**src/rtl/word_serializer_pkg.sv**
```systemverilog
// Shared definitions for the word serializer and the serial stages it feeds.
//   state_t       : serializer FSM encoding (IDLE=0, SHIFT=1)
//   DEFAULT_WIDTH : default word length, also used by the downstream detector bench
package word_serializer_pkg;

    localparam int unsigned DEFAULT_WIDTH = 16;

    typedef enum logic {
        IDLE  = 1'b0,
        SHIFT = 1'b1
    } state_t;

endpackage

```
**src/rtl/word_serializer_if.sv**
```systemverilog
// Handshake and serial-stream bundle for word_serializer.
//   in_valid / in_ready / in_data : upstream word handshake
//   serial_out / serial_valid     : one bit per clock, LSB first
//   word_start / word_end         : framing markers for bit 0 and bit WIDTH-1
//   busy                          : a word is shifting or waiting in the holding register
// Modports: slave = the serializer, master = the word producer / stream consumer.
interface word_serializer_if
    import word_serializer_pkg::*;
#(
    parameter int unsigned WIDTH = DEFAULT_WIDTH
) ();

    logic             in_valid;
    logic             in_ready;
    logic [WIDTH-1:0] in_data;
    logic             serial_out;
    logic             serial_valid;
    logic             word_start;
    logic             word_end;
    logic             busy;

    modport slave (
        input  in_valid,
        input  in_data,
        output in_ready,
        output serial_out,
        output serial_valid,
        output word_start,
        output word_end,
        output busy
    );

    modport master (
        output in_valid,
        output in_data,
        input  in_ready,
        input  serial_out,
        input  serial_valid,
        input  word_start,
        input  word_end,
        input  busy
    );

endinterface

```
**src/rtl/word_serializer.sv**
```systemverilog
// Parallel-in, serial-out stage: accepts WIDTH-bit words on a valid/ready
// handshake and emits them LSB first, one bit per clock. A one-word holding
// register takes the next word while the current one shifts, so consecutive
// words stream without idle cycles.
// Ports:
//   clock : rising-edge clock
//   reset : synchronous, active-high; discards any word in flight or held
//   bus   : word_serializer_if.slave (handshake in, serial stream out)
module word_serializer
    import word_serializer_pkg::*;
#(
    parameter int unsigned WIDTH = DEFAULT_WIDTH
) (
    input  logic            clock,
    input  logic            reset,
    word_serializer_if.slave bus
);

    localparam int unsigned CNT_W = (WIDTH > 1) ? $clog2(WIDTH) : 1;
    localparam logic [CNT_W-1:0] LAST_BIT = CNT_W'(WIDTH - 1);

    state_t           state;
    state_t           state_nxt;
    logic [WIDTH-1:0] sh;
    logic [WIDTH-1:0] sh_nxt;
    logic [WIDTH-1:0] hold;
    logic [WIDTH-1:0] hold_nxt;
    logic [CNT_W-1:0] cnt;
    logic [CNT_W-1:0] cnt_nxt;
    logic             hold_full;
    logic             hold_full_nxt;

    logic             serial_out_q;
    logic             serial_valid_q;
    logic             word_start_q;
    logic             word_end_q;
    logic             serial_out_nxt;
    logic             serial_valid_nxt;
    logic             word_start_nxt;
    logic             word_end_nxt;

    logic             accept;

    // Upstream may only be refused while a second word is already parked.
    assign accept = bus.in_valid & ~hold_full;

    // State and output registers.
    always_ff @(posedge clock) begin
        if (reset) begin
            state          <= IDLE;
            sh             <= '0;
            hold           <= '0;
            cnt            <= '0;
            hold_full      <= 1'b0;
            serial_out_q   <= 1'b0;
            serial_valid_q <= 1'b0;
            word_start_q   <= 1'b0;
            word_end_q     <= 1'b0;
        end else begin
            state          <= state_nxt;
            sh             <= sh_nxt;
            hold           <= hold_nxt;
            cnt            <= cnt_nxt;
            hold_full      <= hold_full_nxt;
            serial_out_q   <= serial_out_nxt;
            serial_valid_q <= serial_valid_nxt;
            word_start_q   <= word_start_nxt;
            word_end_q     <= word_end_nxt;
        end
    end

    // Next-state logic for the shifter, bit counter and holding register.
    always_comb begin
        state_nxt     = state;
        sh_nxt        = sh;
        hold_nxt      = hold;
        cnt_nxt       = cnt;
        hold_full_nxt = hold_full;

        case (state)
            IDLE: begin
                if (accept) begin
                    sh_nxt    = bus.in_data;
                    cnt_nxt   = '0;
                    state_nxt = SHIFT;
                end
            end

            SHIFT: begin
                if (cnt != LAST_BIT) begin
                    sh_nxt  = sh >> 1;
                    cnt_nxt = cnt + CNT_W'(1);
                    if (accept) begin
                        hold_nxt      = bus.in_data;
                        hold_full_nxt = 1'b1;
                    end
                end else if (hold_full) begin
                    // Last bit on the wire: swap in the parked word gaplessly.
                    sh_nxt        = hold;
                    cnt_nxt       = '0;
                    hold_full_nxt = 1'b0;
                end else if (accept) begin
                    // Nothing parked: a word arriving now goes straight to the shifter.
                    sh_nxt  = bus.in_data;
                    cnt_nxt = '0;
                end else begin
                    state_nxt = IDLE;
                end
            end

            default: begin
                state_nxt = IDLE;
            end
        endcase
    end

    // Outputs are registered from the next-state values so they line up with sh/cnt.
    always_comb begin
        serial_valid_nxt = (state_nxt == SHIFT);
        serial_out_nxt   = serial_valid_nxt & sh_nxt[0];
        word_start_nxt   = serial_valid_nxt & (cnt_nxt == '0);
        word_end_nxt     = serial_valid_nxt & (cnt_nxt == LAST_BIT);
    end

    assign bus.in_ready     = ~hold_full;
    assign bus.serial_out   = serial_out_q;
    assign bus.serial_valid = serial_valid_q;
    assign bus.word_start   = word_start_q;
    assign bus.word_end     = word_end_q;
    assign bus.busy         = serial_valid_q | hold_full;

endmodule

```
**src/flat_wrapper.sv**
```systemverilog
// flat-port wrapper written by rule: the top's interface ports become plain ports
module word_serializer_flat import word_serializer_pkg::*;
#(
    parameter int unsigned WIDTH = DEFAULT_WIDTH
)
  (clock, reset, bus_in_valid, bus_in_data, bus_in_ready, bus_serial_out, bus_serial_valid, bus_word_start, bus_word_end, bus_busy);
  word_serializer_if #(.WIDTH(WIDTH)) bus_i ();
  input  logic clock;
  input  logic reset;
  input wire logic [$bits(bus_i.in_valid)-1:0] bus_in_valid;
  input wire logic [$bits(bus_i.in_data)-1:0] bus_in_data;
  output wire logic [$bits(bus_i.in_ready)-1:0] bus_in_ready;
  output wire logic [$bits(bus_i.serial_out)-1:0] bus_serial_out;
  output wire logic [$bits(bus_i.serial_valid)-1:0] bus_serial_valid;
  output wire logic [$bits(bus_i.word_start)-1:0] bus_word_start;
  output wire logic [$bits(bus_i.word_end)-1:0] bus_word_end;
  output wire logic [$bits(bus_i.busy)-1:0] bus_busy;
  assign bus_i.in_valid = bus_in_valid;
  assign bus_i.in_data = bus_in_data;
  assign bus_in_ready = bus_i.in_ready;
  assign bus_serial_out = bus_i.serial_out;
  assign bus_serial_valid = bus_i.serial_valid;
  assign bus_word_start = bus_i.word_start;
  assign bus_word_end = bus_i.word_end;
  assign bus_busy = bus_i.busy;
  word_serializer #(.WIDTH(WIDTH)) u_core (.clock(clock), .reset(reset), .bus(bus_i));
endmodule
```
**config.mk**
```make
export PLATFORM = sky130hd
export DESIGN_NAME = word_serializer_flat
export DESIGN_NICKNAME = d
export VERILOG_FILES = /design/src/rtl/word_serializer_pkg.sv /design/src/rtl/word_serializer_if.sv /design/src/rtl/word_serializer.sv /design/src/flat_wrapper.sv
export SDC_FILE = /design/constraint.sdc
export NUM_CORES = 1
export LEC_CHECK = 0
export CAP_MARGIN = 20
export CORE_AREA = 10 10 72 80
export DETAILED_ROUTE_END_ITERATION = 8
export DIE_AREA = 0 0 82 90
export PLACE_DENSITY = 0.66
export RECOVER_POWER = 100
export SLEW_MARGIN = 20
export SYNTH_ARGS = -nofsm -noshare
export SYNTH_HDL_FRONTEND = slang
export SYNTH_SLANG_ARGS = --single-unit
```
**constraint.sdc**
```tcl
create_clock -name clock -period 2.4 [get_ports clock]
set_input_delay 0.36 -clock clock [delete_from_list [all_inputs] [get_ports clock]]
set_output_delay 0.36 -clock clock [all_outputs]
set_load 0.01 [all_outputs]
```
After elaboration in Yosys (flattened, before gate mapping) --
Cells that the tools add are included.
Word-level totals: bits in read-only memories 0, bits in writable memories 0, input bits 19, output and inout bits 6, bits in latches 0, memories kept 0, register bits after elaboration 41
Cells by class: shift operators 0, magnitude comparators 0, $add $sub $neg 1, $mul 0, muxes and demuxes 14, bitwise gates (word level) 7, divide/modulo/power cells 0, equality and inequality tests 3, reductions and logical operators 3
Operators with widths (count):
- $mux W16 | 3
- $pmux W16 S2 | 1
- $mux W4 | 3
- $pmux W4 S2 | 1
- $mux W1 | 5
- $add A4 B1 Y4 const B | 1
- $and A1 B1 Y1 | 4
- $eq A4 B4 Y1 const B | 1
- $logic_not A4 Y1 | 1
- $ne A4 B4 Y1 const B | 1
- $reduce_and A3 Y1 | 1
- $ne A2 B1 Y1 const B | 1
- $not A1 Y1 | 2
- $pmux W1 S2 | 1
- $reduce_and A2 Y1 | 1
- $or A1 B1 Y1 | 1

Longest topological paths before layout --
depth after elaboration 8, depth in mapped cells 6, mapped depth without buffers 5

Worst setup path after synthesis --
OpenSTA, ideal clock, no wires.
kind register to register, from reg u_core.cnt[0], to reg u_core.word_start_q (netlist: u_core.bus.word_start), cell stages (with the launch flop) 6, path slack 0.847 ns, data arrival time 1.491 ns, setup time 0.061 ns, buffers on the path 0, period minus slack after synthesis 1.553 ns, required time 2.339 ns, cell sequence dfxtp_1 > ha_1 > and3_1 > and3_1 > a221oi_1 > and4_1
On the way: word-level cells in the longest chain between the ends 6
RTL lines:
- start, declared | RTL line word_serializer.sv:28 | logic [CNT_W-1:0] cnt;
- start signal, assigned | RTL line word_serializer.sv:63 | cnt <= cnt_nxt;
- branches (longest 5 deep; another with $add A4 B1 Y4)
- $and A1 B1 Y1 (*) | RTL line word_serializer.sv:121 | word_start_nxt = serial_valid_nxt & (cnt_nxt == '0);
- end signal, assigned | RTL line word_serializer.sv:67 | word_start_q <= word_start_nxt;
- end, declared | RTL line word_serializer.sv:35 | logic word_start_q;
Mark *: on every way between the ends. A chain may end at the register's enable or synchronous reset.

Worst setup path in the final report --
from in bus_in_valid, to reg u_core.sh[13]
On the way: word-level cells in the longest chain between the ends 5
RTL lines:
- start, declared | RTL line flat_wrapper.sv:10 | input wire logic [$bits(bus_i.in_valid)-1:0] bus_in_valid;
- $and A1 B1 Y1 (*) | RTL line word_serializer.sv:45 | assign accept = bus.in_valid & ~hold_full;
- $mux W16 (*)
- $mux W16 (2 in a row)
- $pmux W16 S2 (*)
- end signal, assigned | RTL line word_serializer.sv:61 | sh <= sh_nxt;
- end, declared | RTL line word_serializer.sv:24 | logic [WIDTH-1:0] sh;
Every way passes the cells marked *; elsewhere a longest branch is shown, timed or not.

==> metrics.cfg <==
[placement]
dpl_worst_slack_ps=209
gp_congestion=0.821
dpl.hpwl_mm=2.74
io_buffer_count=24
place_inst=269

[job]
drv_cap=0

[global_routing]
grt_use_met1=0.149
grt_pass1_vias=1469
grtUsageMet3=0.0418
overflow=0
grt_pass1_wl_mm=7.02
grt_usage=0.118
grt_start_max_net_pins=28
antenna_found_initial=0
met2_usage=0.181
busiest_layer=met2

[synth]
muxShareOfSynthArea=0.117
synth.avg_cell_area_um2=9.33
synth_cell_type_count=34
ys_ff_latch=41
ys_seq_area_frac=0.449
synth_top_family_by_area=simple AND/OR/NAND/NOR gates
syn-num-nets=216
synth_xor_area_frac=0.00479
synth_cells=196
synth_compound_area_frac=0.183
yosys.area_share.simple=0.188
synth-warning-count=0
netlist_area_um2=1830
post_synth_fa_ha_maj_area_fraction=0.00684

[timing]
setup_violations=0
final_hold_viol_count=0
period_share=0.841
slew_violations=0
max_freq_mhz=495
rsz0062_at_grt=no
setup_ws_ps=380
worst_pin_slew_ps=787
fin_crit_ps=2020
slew_headroom=0.475
clock_skew_ps=2.89
whs_ps=460
fin_tns_setup_ps=0

[power]
powerDensity_nw_per_um2=661
clockPowerShare=0.341
netSwitchingFraction=0.249
netSwitchingPower_mw=0.362
p_leak_nw=0.833
intPower_mw=1.09
irDropWorstVdd_mv=0.305
combPwrFrac=0.151
p_seq_frac=0.508

[cells_and_area]
layout_commonest_cell=dfxtp_1
drive_gt1_frac=0.138
final_util=0.524
n_antenna_cell=0
final_cell_mix=41 x dfxtp_1, 34 x nand2_1, 27 x nor2_1
nets=243
area_growth_syn_to_layout_pct=20.1
final_cells=278

[drt]
drt_iter0_markers=154
wl_per_cell_um=15.0
viasPerCell=5.42
via_count=1508
wirelength_mm=4.17
ant_nets=0
drcViolationCount=0
drt-pass1-iter-count=4

[setup_path]
critical_path_buf_inv_count=2
cp-end-kind=register
startpoint_type=primary input
path_class=in -> reg
startpoint=bus_in_valid
required_ps=2580
worstPathCellList=dlygate4sd3_1, nand2b_4, clkbuf_2, mux2_1, a222oi_1, nor2_1
critical-path-top-delay-family=buffers and inverters
slowest_delay_ps=610
cp_data_arrival_time_ps=2200
r2r-start=u_core.cnt[0]$_SDFF_PP0_
path_max_fanout=10
cp_slowest_cell=dlygate4sd3_1

[die]
ios=25
floorplan.initialDensity=0.436
rows=25
die_h_um=90
die_w_um=82
core_um2=4190
dieArea_um2=7380

[cts]
cts-root-buf=clkbuf_8
cts_tree=built
postCtsHoldBufs=0
htreeDepth=2
cts_buffers=5
post_cts_resized=0
clock_path_buffers=2
post_cts_buffers=0
clkTransAtPathRegs_ps=70
clk-insertion-delay-late_ps=300
clkSinkCount=41

[hold_path]
hp-class=reg -> reg
hold_start=u_core.hold[1]$_SDFFE_PP0P_

[status]
outcome=completed

==> routing by layer <==
metal / vias to the layer above / share of wire
met2: 36 / 0.46
met1: 702 / 0.46
met4: 0 / 0.015
li1: 762 / -
met3: 8 / 0.066
met5: - / 0
==> kinds of logic after synthesis <==
| logic type | count (synthesis) |
|---|---|
| buf+inv | 17 |
| simple gates | 75 |
| fa+ha+maj | 1 |
| flops | 41 |
| xor+xnor | 1 |
| mux | 16 |
| compound gates | 45 |
==> final timing paths <==
kind | end | slack, ps | cells after the start
worst max-delay path | u_core.sh[13]$_SDFF_PP0_ | 380 | 6
worst min-delay path | u_core.hold[1]$_SDFFE_PP0P_ | 460 | 2
worst max register to register | u_core.hold[10]$_SDFFE_PP0P_ | 390 | 6
worst min register to register | u_core.hold[1]$_SDFFE_PP0P_ | 460 | 2
==> final cells by class <==
type	count	area, um2
clock buffers	7	96.3
clock inverters	1	5.00
fillers	415	2000
inverters	4	15.0
multi-input cells	138	890
flip-flops and latches	41	821
well taps	54	67.6
repair buffers	33	302
==> synth_stat cells <==
cell type,number,area share
buf_2,3,0.0082
and3_1,3,0.010
mux2_4,9,0.074
a22oi_1,1,0.0041
nand2_1,34,0.070
nand3_1,2,0.0055
clkbuf_1,6,0.012
and4_1,1,0.0048
xnor2_1,1,0.0048
buf_12,1,0.011
buf_6,1,0.0062
ha_1,1,0.0068
o22ai_1,1,0.0034
dfxtp_1,41,0.45
a2111oi_2,1,0.0082
nand2b_4,1,0.0075
nor3_4,1,0.0089
buf_4,1,0.0041
mux2_2,7,0.043
nor3_2,1,0.0055
a31oi_1,2,0.0068
a211oi_1,3,0.012
nor3_1,2,0.0055
nor2_1,27,0.055
nand4b_1,1,0.0048
a21o_1,1,0.0041
buf_1,1,0.0021
and2b_2,1,0.0048
a22o_1,1,0.0048
inv_1,4,0.0082
nor4b_1,1,0.0048
a21oi_1,19,0.052
a221oi_1,1,0.0048
a222oi_1,15,0.082
==> registers in the layout, indices dropped and copies added, names as in the netlist <==
signal / flops
u_core.hold: 16
u_core.sh: 16
u_core.cnt: 4
u_core.bus.serial_out: 1
u_core.bus.serial_valid: 1
u_core.bus.word_end: 1
u_core.bus.word_start: 1
u_core.hold_full: 1
==> power by group through the flow <==
| stage | registers, mW | clock network [mW] | logic (mW) |
|---|---|---|---|
| floorplan | 0.749 | 0 | 0.156 |
| global placement | 0.752 | 0 | 0.231 |
| detailed placement | 0.753 | 0 | 0.232 |
| CTS | 0.737 | 0.512 | 0.233 |
| global route | 0.742 | 0.543 | 0.243 |
| finish | 0.738 | 0.495 | 0.219 |
==> worst reg2reg max path: stages (launching register included) <==
cell and delay, ps:
dfxtp_1 350, ha_1 270, and3_1 280, nor3_4 170
clkbuf_1 610, nand2_1 120, a21oi_1 150
==> per-stage QoR <==
stage	cell area, um2	power, mW
6_report	2200	1.45
5_1_grt	2200	1.53
4_1_cts	2220	1.48
3_5_place_dp	2120	0.985
3_3_place_gp	2120	0.983
2_1_floorplan	1830	0.905
(Power assumes the default switching activity.)
